`config.mk`:
```
export PLATFORM = sky130hd
export DESIGN_NAME = vga_pattern_streamer
export DESIGN_NICKNAME = d
export VERILOG_FILES = /design/src/rtl/vga_pattern_streamer.sv
export SDC_FILE = /design/constraint.sdc
export NUM_CORES = 1
export LEC_CHECK = 0
export CORE_MARGIN = 4
export CORE_UTILIZATION = 35
export CTS_BUF_LIST = sky130_fd_sc_hd__clkbuf_2 sky130_fd_sc_hd__clkbuf_4 sky130_fd_sc_hd__clkbuf_8
export DETAILED_ROUTE_END_ITERATION = 8
export GPL_TIMING_DRIVEN = 0
export PLACE_DENSITY = 0.61
export SETUP_SLACK_MARGIN = 0.15
export SLEW_MARGIN = 20
export SYNTH_ARGS = -nofsm -noshare
export SYNTH_HDL_FRONTEND = slang
export SYNTH_SLANG_ARGS = --single-unit
```
`constraint.sdc`:
```
create_clock -name clk -period 8.37 [get_ports clk]
set_clock_uncertainty 0.2 [all_clocks]
set_input_delay 0.837 -clock clk [delete_from_list [all_inputs] [get_ports clk]]
set_output_delay 0.837 -clock clk [all_outputs]
set_load 0.02 [all_outputs]
```
`src/rtl/vga_pattern_streamer.sv`:
```
`default_nettype none
// ============================================================================
// Module      : vga_pattern_streamer
// Description : Streams full frames of generated test patterns (colour bars,
//               checkerboard, gradient, solid) over a valid/ready pixel
//               interface with start/end-of-frame markers.
// Revision    : 1.0 - initial release
// ============================================================================
module vga_pattern_streamer #(
    parameter int H_ACTIVE = 640,
    parameter int V_ACTIVE = 480
) (
    input  logic        clk,
    input  logic        reset_n,
    input  logic        enable,
    input  logic [1:0]  pattern_sel,
    input  logic [23:0] solid_rgb,
    input  logic        src_ready,
    output logic        src_valid,
    output logic [23:0] src_data,
    output logic        src_sop,
    output logic        src_eop,
    output logic [15:0] frame_count
);

    // Counters are at least as wide as the gradient/checkerboard bit picks need.
    localparam int c_XW = ($clog2(H_ACTIVE) < 10) ? 10 : $clog2(H_ACTIVE);
    localparam int c_YW = ($clog2(V_ACTIVE) < 9)  ? 9  : $clog2(V_ACTIVE);
    localparam logic [c_XW-1:0] c_X_LAST   = c_XW'(H_ACTIVE - 1);
    localparam logic [c_YW-1:0] c_Y_LAST   = c_YW'(V_ACTIVE - 1);
    localparam logic [c_XW-1:0] c_BAR_W    = c_XW'((H_ACTIVE >= 8) ? (H_ACTIVE / 8) : 1);
    localparam logic            c_ONE_PIXEL = (H_ACTIVE == 1) && (V_ACTIVE == 1);

    typedef enum logic [0:0] {
        IDLE   = 1'b0,
        STREAM = 1'b1
    } state_t;

    state_t            r_state;
    logic              r_armed;
    logic [c_XW-1:0]   r_x;
    logic [c_YW-1:0]   r_y;
    logic [1:0]        r_pat;
    logic [23:0]       r_solid;

    logic              w_x_wrap;
    logic              w_last;
    logic [c_XW-1:0]   w_nx;
    logic [c_YW-1:0]   w_ny;
    logic [15:0]       w_fc_next;

    function automatic logic [23:0] pixel_at(
        input logic [1:0]      pat,
        input logic [c_XW-1:0] px,
        input logic [c_YW-1:0] py,
        input logic [7:0]      fc,
        input logic [23:0]     solid
    );
        logic [c_XW-1:0] bar;
        logic [2:0]      idx;
        logic [23:0]     rgb;
        bar = px / c_BAR_W;
        idx = (bar > c_XW'(7)) ? 3'd7 : bar[2:0];
        case (pat)
            2'd0: begin
                case (idx)
                    3'd0:    rgb = 24'hFFFFFF;
                    3'd1:    rgb = 24'hFFFF00;
                    3'd2:    rgb = 24'h00FFFF;
                    3'd3:    rgb = 24'h00FF00;
                    3'd4:    rgb = 24'hFF00FF;
                    3'd5:    rgb = 24'hFF0000;
                    3'd6:    rgb = 24'h0000FF;
                    default: rgb = 24'h000000;
                endcase
            end
            2'd1:    rgb = (px[5] ^ py[5]) ? 24'hFFFFFF : 24'h000000;
            2'd2:    rgb = {px[9:2], py[8:1], fc};
            default: rgb = solid;
        endcase
        return rgb;
    endfunction

    assign w_x_wrap  = (r_x == c_X_LAST);
    assign w_last    = w_x_wrap && (r_y == c_Y_LAST);
    assign w_nx      = w_x_wrap ? '0 : r_x + c_XW'(1);
    assign w_ny      = w_x_wrap ? r_y + c_YW'(1) : r_y;
    assign w_fc_next = frame_count + 16'd1;

    // src_data always carries the pixel for the (x,y) currently presented, so
    // each update computes the pixel of the coordinate being moved to.
    always_ff @(posedge clk or negedge reset_n) begin
        if (!reset_n) begin
            r_state     <= IDLE;
            r_armed     <= 1'b0;
            r_x         <= '0;
            r_y         <= '0;
            r_pat       <= 2'd0;
            r_solid     <= 24'h0;
            src_valid   <= 1'b0;
            src_sop     <= 1'b0;
            src_eop     <= 1'b0;
            src_data    <= 24'h0;
            frame_count <= 16'h0;
        end else begin
            r_armed <= 1'b1;
            case (r_state)
                IDLE: begin
                    if (r_armed && enable) begin
                        r_state   <= STREAM;
                        r_pat     <= pattern_sel;
                        r_solid   <= solid_rgb;
                        r_x       <= '0;
                        r_y       <= '0;
                        src_valid <= 1'b1;
                        src_sop   <= 1'b1;
                        src_eop   <= c_ONE_PIXEL;
                        src_data  <= pixel_at(pattern_sel, c_XW'(0), c_YW'(0),
                                              frame_count[7:0], solid_rgb);
                    end else begin
                        src_valid <= 1'b0;
                        src_sop   <= 1'b0;
                        src_eop   <= 1'b0;
                    end
                end
                STREAM: begin
                    if (src_ready) begin
                        if (w_last) begin
                            frame_count <= w_fc_next;
                            r_x         <= '0;
                            r_y         <= '0;
                            if (enable) begin
                                r_pat    <= pattern_sel;
                                r_solid  <= solid_rgb;
                                src_sop  <= 1'b1;
                                src_eop  <= c_ONE_PIXEL;
                                src_data <= pixel_at(pattern_sel, c_XW'(0), c_YW'(0),
                                                     w_fc_next[7:0], solid_rgb);
                            end else begin
                                r_state   <= IDLE;
                                src_valid <= 1'b0;
                                src_sop   <= 1'b0;
                                src_eop   <= 1'b0;
                            end
                        end else begin
                            r_x      <= w_nx;
                            r_y      <= w_ny;
                            src_sop  <= 1'b0;
                            src_eop  <= (w_nx == c_X_LAST) && (w_ny == c_Y_LAST);
                            src_data <= pixel_at(r_pat, w_nx, w_ny, frame_count[7:0], r_solid);
                        end
                    end
                end
                default: r_state <= IDLE;
            endcase
        end
    end

endmodule
`default_nettype wire

```
; Word level (Yosys, flattened, before mapping)
; Cells that the tools add are included.
[word_totals]
elab_cells = 95
regBits = 90
output_inout_bits = 43
inputBits = 30
[op_classes]
add_sub_neg = 3
n_bitwise = 2
mux = 46
magnitude_cmp = 1
div = 1
n_reduce_logical = 11
n_eq_ne = 20
[ops]
columns = operator, n
row1 = 2-to-1 mux 24 bit, 9
row2 = case mux 24 bit (3 select lines), 3
row3 = case mux 24 bit (7 select lines), 1
row4 = case mux 24 bit (2 select lines), 2
row5 = 2-to-1 mux 10 bit, 4
row6 = 2-to-1 mux 9 bit, 4
row7 = "== test 10 bit, second input constant", 2
row8 = case mux 10 bit (2 select lines), 1
row9 = "== test 9 bit, second input constant", 2
row10 = case mux 9 bit (2 select lines), 1
row11 = "adder 16 x 1 -> 16 bit, second input constant", 1
row12 = 2-to-1 mux 1 bit, 11
row13 = "adder 10 x 1 -> 10 bit, second input constant", 1
row14 = "divider 10 x 7 -> 10 bit, second input constant", 1
row15 = "greater-than comparator 10 x 3 -> 1 bit, second input constant", 1
row16 = "adder 9 x 1 -> 9 bit, second input constant", 1
row17 = "== test 3 bit, second input constant", 3
row18 = AND reduction 3 bit, 3
row19 = 2-to-1 mux 2 bit, 4
row20 = "!= test 2 bit, second input constant", 4
row21 = case mux 1 bit (2 select lines), 4
row22 = "== test 3 x 2 -> 1 bit, second input constant", 2
row23 = "== test 2 x 1 -> 1 bit, second input constant", 2
row24 = "== test 2 bit, second input constant", 2
row25 = other kinds (12), 15

; Longest topological paths before layout
; Gate-level depths: netlist of the first run.
[logic_depth]
ltp_word = 11
depth_mapped = 12
depth_no_buf = 9

; Worst setup path before layout of the first run
; No wires, ideal clock.
[synth_timing]
path_kind = reg2reg
start = reg r_x[0]
end = reg r_pat[0]
n_path_buf = 2
period_less_slack_ns = 3.057
setup_time_ns = 0.125
setup_slack_ns = 5.313
t_required_ns = 8.045
stages_incl_launch_ff = 11
t_arrival_ns = 2.732
path_cell_list = dfrtp_1 ha_1 and4_4 buf_6 nand4_4 or4_4 nor2_2 nor2_1 nand2_2 buf_4 mux2_2
[synth_via]
elab_chain_len = 4
[synth_lines]
columns = item, line_no
row1 = from (decl), 41  ; logic [c_XW-1:0] r_x;
row2 = from (signal assigned), 146  ; r_x <= w_nx;
row3 = == test 10 bit, 84  ; assign w_x_wrap = (r_x == c_X_LAST);
row4 = logical AND 1 bit, 85  ; assign w_last = w_x_wrap && (r_y == c_Y_LAST);
row5 = != test 2 x 1 -> 1 bit (no source line), n/a
row6 = AND reduction 4 bit (no source line), n/a
row7 = to (signal assigned), 111  ; r_pat <= pattern_sel;
row8 = to (signal assigned), 133  ; r_pat <= pattern_sel;
row9 = to (decl), 43  ; logic [1:0] r_pat;
; Every way passes these cells.
; A chain may end at the register's enable or synchronous reset.

; Final worst setup path of the first run
[layout_timing]
start = reg r_x[0]
end = reg r_solid[21]
[layout_via]
elab_chain_len = 4
[layout_lines]
columns = item, line_no
row1 = == test 10 bit, 84
row2 = logical AND 1 bit, 85
row3 = != test 2 x 1 -> 1 bit (no source line), n/a
row4 = AND reduction 4 bit (no source line), n/a
row5 = to (signal assigned), 112  ; r_solid <= solid_rgb;
row6 = to (signal assigned), 134  ; r_solid <= solid_rgb;
row7 = to (decl), 44  ; logic [23:0] r_solid;
; Every way passes these cells.

==> reports/qor.txt, run 1 <==
status - completed
CTS tree - yes
CP max stage cell - or4_4
worst-skew pair later-pin latency - 0.39 ns
post_cts resized - 0
gr ovfl total - 0
Post-Syn Area - 5470 um2
Synth Instances - 614
Starting Density - 0.359
Worst R2R Start - r_x[0]
critical-path maximum fanout - 10
die width - 133 um
P_sw - 502 uW
#FFs+latches synth - 90
die area - 17700 um2
Clock power frac - 0.232
final core occ - 0.438
Crit path buffers/inverters - 2
period utilisation layout - 0.452
fin. max-slew vios - 0
Max-slew headroom - 0.439
fmax - 265 MHz
# setup viols final - 0
First-pass DRT Iterations - 5
# IOs - 73
critical path arrival - 3.86 ns
Area contributors post-synth - dfrtp_1, a21oi_1, nand2_1
Port Buf Inserts - 71
worst hold path type - in -> async
setup TNS - 0 ns
filler cell count - 1517
num rows - 45
most common cell in the netlist - dfrtp_1
Top delay family on crit path - simple AND/OR/NAND/NOR gates
Post-Route WL - 16900 um
Worst-Margin Slew - 0.835 ns
worst endpoint required time - 8.45 ns
CP cell instances - ha_1, and4_4, buf_6, nand4_4, or4_4, nor2_2, nor2_1, nand2_2, buf_4, mux2_2
Clock transition at path regs - 0.09 ns
power density cells - 204 nW/um2
Routed Antenna Nets - 0
Reg area - 2250 um2
Net Sw Frac - 0.368
Final min period - 3.78 ns
CP startpoint kind - flop
Num CTS Buffers - 9
vias - 5155
max_cap viols - 0
part of the power in registers - 0.425
drt wl/cell - 18.5 um
crit path from - r_x[0]
vias in the first global route - 5202
Synth top area share - 0.412
initial antenna violation count - 0
H-tree depth - 3
core footprint - 15300 um2
CTS Hold Bufs - 0
Layout area overhead - 22.3%
multi-input logic area - 2960 um2
internal power - 863 uW
Tot GR Track Use - 0.191
Gate power share - 0.343
Critical Path Max Stage Delay - 0.60 ns
WS Path Type - reg -> reg
Final HPWL DP - 12300 um
EDFF count, synth - 0
final hold violation count - 0
Clock Sinks - 90
Synth area leader - dfrtp_1
layout cells sized above 1 - 0.104
nets - 732
RSZ-0062 raised after global routing - no
Worst VDD drop - 0.0000962 V
post-CTS setup buffer count - 0
Clock Path Buffers - 2
Synth Flop Type - dfrtp_1
Yosys cell types - 74
gpl congestion - 0.885
Hold Slack - 0.144 ns
YS warnings - 0
Die Ht - 133 um
Crit. End Element - flop
ys async rst share - 1.00
largest net degree at the start of global routing - 52
antenna cells - 0
DRC - 0
Root Buffer Master - clkbuf_8
average cell area after synthesis - 8.91 um2
initial drt markers - 385
register area share after synthesis - 0.412
most instantiated cells after synthesis - dfrtp_1, a21oi_1, nand2_1
Syn Nets - 649
Pleak - 0.00261 uW
global-route wire length before repair - 27300 um
DR vias/cell - 5.65
-- metrics by stage --
stage,power [uW],cell area [um2],setup WS (ns),instances
floorplan,849,5470,5.31,614
global placement,1040,6450,2.75,896
detailed placement,1050,6480,4.41,897
CTS,1370,6680,4.60,913
global route,1440,6690,4.40,913
finish,1370,6690,4.59,913
-- final cells by class --
type                       count  share of cell area
buffer                        46              0.0331
clock buffer                   9              0.0185
clock inverter                 7              0.0116
inverter                      13             0.00729
multi-input combinational    465               0.443
sequential                    90               0.337
tap                          211              0.0395
timing repair buffer          72               0.111
-- registers in the layout, summed over array words and instances, names as in the netlist --
| register | count |
|---|---|
| r_solid | 24 |
| src_data | 24 |
| frame_count | 16 |
| r_x | 10 |
| r_y | 9 |
| r_pat | 2 |
| r_armed | 1 |
| r_state | 1 |
| src_eop | 1 |
| src_sop | 1 |
| src_valid | 1 |
-- power by group through the flow --
stage / logic [uW] / registers, uW / clock network, uW
5_1_grt: 509 / 588 / 342
3_5_place_dp: 464 / 588 / 0
2_1_floorplan: 227 / 622 / 0
4_1_cts: 466 / 579 / 323
6_report: 468 / 580 / 317
3_3_place_gp: 457 / 583 / 0
-- layout by cell type (no fill, tap or decap), types with 13 or more instances in the layout --
cell             instances
nor2_1                  24
o21ai_0                 46
clkdlybuf4s50_1         70
o21ai_1                 13
nand2_1                 70
dfrtp_1                 90
mux2_2                  23
xnor2_1                 28
clkbuf_1                30
a21oi_1                 70
nor3_1                  27
-- metal layers --
layer,GRT usage,up-vias,part of all wire
met3,0.0304,30,0.055
li1,-,2420,-
met2,0.315,191,0.49
met5,0,-,0
met1,0.250,2514,0.43
met4,0.0814,0,0.023
-- final timing paths --
path / cells after the start / to / slack (ns)
worst max-delay path: 10 / r_solid[21] / 4.59
max in group asynchronous: 2 / src_data[22] / 7.25
worst max register to register: 10 / r_solid[21] / 4.59
min in group clk: 1 / frame_count[15] / 0.28
worst min-delay path: 1 / r_x[0] / 0.14
worst min register to register: 1 / frame_count[15] / 0.28
-- logic make-up after synthesis --
family,share of synthesized area
DFF,0.412
buffers and inverters,0.0494
muxes,0.0535
adders and majority gates,0.0114
AOI/OAI and AO/OA,0.241
xor gates and xnor gates,0.0544
other,0.000685
and+or+nand+nor,0.178
(Power assumes the default switching activity.)
==> run 2, diff against run 1 <==
PLACE_DENSITY = 0.63   (was 0.61)
clock period = 3.3 ns   (was 8.37 ns; I/O delays follow)
==> reports/qor.txt, run 2 (same netlist as run 1, synthesis figures left out) <==
status - completed
nets - 740
most frequent cells in the layout - dfrtp_1, nand2_1, clkdlybuf4s50_1
Die Ht - 133 um
Port Buf Inserts - 71
worst-skew pair later-pin latency - 0.37 ns
Clock Sinks - 90
critical-path maximum fanout - 8
First-pass DRT Iterations - 7
num rows - 45
Worst-Margin Slew - 0.842 ns
critical path arrival - 3.22 ns
Max-slew headroom - 0.433
Routed Antenna Nets - 0
leading cell type in the layout, fill and taps excluded - dfrtp_1
RSZ-0062 raised after global routing - yes
Starting Density - 0.359
Post-Route WL - 17200 um
Worst VDD drop - 0.000190 V
Clock transition at path regs - 0.10 ns
antenna cells - 0
CTS tree - yes
WS Path Type - reg -> reg
power density cells - 508 nW/um2
fin. max-slew vios - 0
Crit. End Element - flop
initial antenna violation count - 0
# setup viols final - 0
Tot GR Track Use - 0.189
Final min period - 3.13 ns
die area - 17700 um2
Final HPWL DP - 12400 um
crit path from - r_x[1]
vias in the first global route - 5225
Worst R2R Start - r_x[1]
period utilisation layout - 0.949
filler cell count - 1465
Root Buffer Master - clkbuf_8
Num CTS Buffers - 9
gpl congestion - 0.896
gr ovfl total - 0
global-route wire length before repair - 27400 um
Power, Total - 3510 uW
Pleak - 0.00271 uW
Clock Path Buffers - 2
final core occ - 0.453
worst hold path type - in -> async
Layout area overhead - 26.4%
fmax - 319 MHz
H-tree depth - 3
Non-Filler Instances - 921
DRC - 0
Placed Instances - 897
layout cells sized above 1 - 0.155
worst endpoint required time - 3.39 ns
top flop regs - r_solid: 24 flops, src_data: 24 flops, frame_count: 16 flops
drt wl/cell - 18.7 um
DR vias/cell - 5.75
final hold violation count - 0
CP startpoint kind - flop
max_cap viols - 0
# IOs - 73
core footprint - 15300 um2
largest net degree at the start of global routing - 65
initial drt markers - 462
vias - 5294
die width - 133 um
-- run 2: cell types whose count changed in the layout (fill, tap and decap cells not counted), moves of 3 or more --
cell,delta
clkbuf_2,+5
buf_1,-3
clkbuf_1,-5
dfrtp_1,-3
dfrtp_2,+3
nor2_1,-3
buf_4,+6
a2111oi_0,-6
a2111oi_2,+4
-- run 2: timing repair --
item	in CTS	in global routing
pin swaps	6	4
hold buffers	1	0
gates resized for setup	21	25
gates cloned	0	0
buffers inserted	6	1
endpoints found under the setup margin	63	19
hold endpoints to repair	90	0
-- run 2: stage by stage --
stage	hold slack (ns)	area, um2	setup slack (ns)	TNS [ns]
final	0.191	6910	0.169	0
after global routing	0.231	6910	0.102	0
after CTS	0.210	6790	0.157	0
after detailed placement	0.0177	6490	-0.433	-15.05
after global placement	0.263	6450	-1.77	-172.24
after floorplan	-0.166	5470	0.243	0
-- run 2: path summary, 6_finish.rpt --
check,endpoint,slack [ns],depth (start not counted)
max,src_data[2],0.17,11
min,r_x[4],0.19,2
max reg2reg,src_data[2],0.17,11
min reg2reg,frame_count[15],0.28,1
max in group asynchronous,r_pat[0],2.10,3
min in group clk,frame_count[15],0.28,1
-- run 2: final cells by class --
type	instances	area, um2	share of cell area
multi-input combinational	465	3110	0.449
sequential	90	2260	0.326
timing repair buffer	80	815	0.118
tap	211	264	0.0382
buffer	46	238	0.0344
clock buffer	9	124	0.0179
clock inverter	7	58.8	0.00851
inverter	13	52.6	0.00760
-- run 2: metal layers --
| layer | part of all wire | track usage | wire length (um) | up-vias |
|---|---|---|---|---|
| li1 | - | - | - | 2437 |
| met1 | 0.42 | 0.243 | 7250 | 2569 |
| met2 | 0.49 | 0.317 | 8510 | 248 |
| met3 | 0.058 | 0.0338 | 991 | 40 |
| met4 | 0.027 | 0.0727 | 461 | 0 |
| met5 | 0 | 0 | 0 | - |
-- run 2: critical path, cell delays in order (launching register included) --
cell,delay (ns)
dfrtp_2,0.44
ha_4,0.18
and4_4,0.21
and3_1,0.19
or3_1,0.37
buf_2,0.18
a222oi_1,0.45
a311oi_4,0.10
a211oi_4,0.26
buf_12,0.17
a211oi_1,0.06
o31ai_1,0.25
-- run 2: where the power goes --
part | internal, uW | leakage (uW) | switching [uW]
sequential | 1320 | 0.00115 | 147
clock | 287 | 0.0000925 | 448
combinational | 583 | 0.00147 | 729
==> run 3, diff against run 2 <==
CTS_BUF_LIST = default   (was sky130_fd_sc_hd__clkbuf_2 sky130_fd_sc_hd__clkbuf_4 sky130_fd_sc_hd__clkbuf_8)
==> reports/qor.txt, run 3 (same netlist as run 1, synthesis figures left out) <==
CTS tree - yes
# setup viols final - 0
leading cell type in the layout, fill and taps excluded - dfrtp_1
Port Buf Inserts - 71
vias in the first global route - 5228
largest net degree at the start of global routing - 65
# IOs - 73
CP startpoint kind - flop
Worst Reg-to-Reg Cells - 10
drt wl/cell - 18.5 um
Max-slew headroom - 0.429
DR vias/cell - 5.75
core footprint - 15300 um2
final worst setup slack - 0.204 ns
Routed Antenna Nets - 0
max_cap viols - 0
Root Buffer Master - clkbuf_16
RSZ-0062 raised after global routing - no
gpl congestion - 0.896
Final HPWL DP - 12400 um
critical path arrival - 3.18 ns
Worst VDD drop - 0.000264 V
worst-skew pair later-pin latency - 0.35 ns
nets - 743
layout cells sized above 1 - 0.171
Reg area - 2260 um2
P_sw - 1380 uW
Clock Path Buffers - 2
Pleak - 0.00277 uW
dpl ws - -0.433 ns
multi-input logic area - 3150 um2
internal power - 2460 uW
Layout area overhead - 29.7%
Post-Route WL - 17100 um
critical-path maximum fanout - 8
Clock transition at path regs - 0.07 ns
First-pass DRT Iterations - 8
Tot GR Track Use - 0.189
final hold violation count - 0
fin. max-slew vios - 0
Final min period - 3.10 ns
power density cells - 541 nW/um2
Power, Total - 3840 uW
die width - 133 um
Clock power frac - 0.263
status - completed
DRC - 0
Clock Sinks - 90
Non-Filler Instances - 924
top flop regs - r_solid: 24 flops, src_data: 24 flops, frame_count: 16 flops
gr ovfl total - 0
Starting Density - 0.359
worst hold path type - in -> async
initial antenna violation count - 0
Net Sw Frac - 0.359
worst endpoint required time - 3.39 ns
Crit. End Element - flop
part of the power in registers - 0.385
global-route wire length before repair - 27300 um
most frequent cells in the layout - dfrtp_1, clkdlybuf4s50_1, a21oi_1, nand2_1, o21ai_0
final core occ - 0.465
Placed Instances - 897
filler cell count - 1445
antenna cells - 0
num rows - 45
initial drt markers - 382
die area - 17700 um2
Gate power share - 0.352
fmax - 323 MHz
WS Path Type - reg -> reg
Hold Slack - 0.220 ns
Worst-Margin Slew - 0.847 ns
H-tree depth - 3
period utilisation layout - 0.938
Die Ht - 133 um
Num CTS Buffers - 9
vias - 5315
[run 3: final timing paths]
kind	startpoint	end	slack, ns
min in group clk	frame_count[15]	frame_count[15]	0.28
max reg2reg	r_x[1]	src_data[7]	0.20
min reg2reg	frame_count[15]	frame_count[15]	0.28
max in group asynchronous	reset_n	r_pat[0]	2.07
min	reset_n	r_x[2]	0.22
max	r_x[1]	src_data[7]	0.20
[run 3: stage by stage]
| step | cell area (um2) | TNS [ns] |
|---|---|---|
| 4_1_cts | 6920 | 0 |
| 3_3_place_gp | 6450 | -172.24 |
| 3_5_place_dp | 6490 | -15.05 |
| 5_1_grt | 7100 | 0 |
| 2_1_floorplan | 5470 | 0 |
| 6_report | 7100 | 0 |
[run 3: cell type report]
class / instances / area share
Inverter: 13 / 0.00740
Multi-Input combinational cell: 465 / 0.444
Clock inverter: 7 / 0.00829
Tap cell: 211 / 0.0372
Buffer: 46 / 0.0363
Timing Repair Buffer: 83 / 0.117
Sequential cell: 90 / 0.318
Clock buffer: 9 / 0.0317
[run 3: per-layer routing]
layer / track usage / part of all wire / vias up / wire length (um)
met5: 0 / 0 / - / 0
met4: 0.0826 / 0.034 / 0 / 582
met3: 0.0300 / 0.067 / 53 / 1160
met2: 0.314 / 0.48 / 245 / 8300
met1: 0.244 / 0.41 / 2574 / 7080
li1: - / - / 2443 / -
[run 3: worst max-delay path, cell delays in order, from the launching register on]
cell and delay, ns:
dfrtp_2 0.39, buf_4 0.16, nand3_4 0.09, or3_4 0.36
a311o_2 0.43, a222oi_1 0.43, a311oi_2 0.10, a211oi_4 0.49
buf_4 0.21, nor3b_1 0.05, o21ai_1 0.13
[run 3: power by group through the flow]
| stage | registers (uW) | clock network [uW] | logic [uW] |
|---|---|---|---|
| finish | 1480 | 1010 | 1350 |
| CTS | 1460 | 1020 | 1260 |
| detailed placement | 1490 | 0 | 1190 |
| global placement | 1480 | 0 | 1160 |
| global route | 1500 | 1060 | 1450 |
| floorplan | 1580 | 0 | 575 |
[run 3: what timing repair did]
action | 4_1_cts | 5_1_grt
gates resized for setup | 27 | 39
endpoints found under the setup margin | 63 | 14
hold buffers | 1 | 0
pin swaps | 7 | 7
endpoints found under the hold margin | 26 | 0
setup buffers | 6 | 4
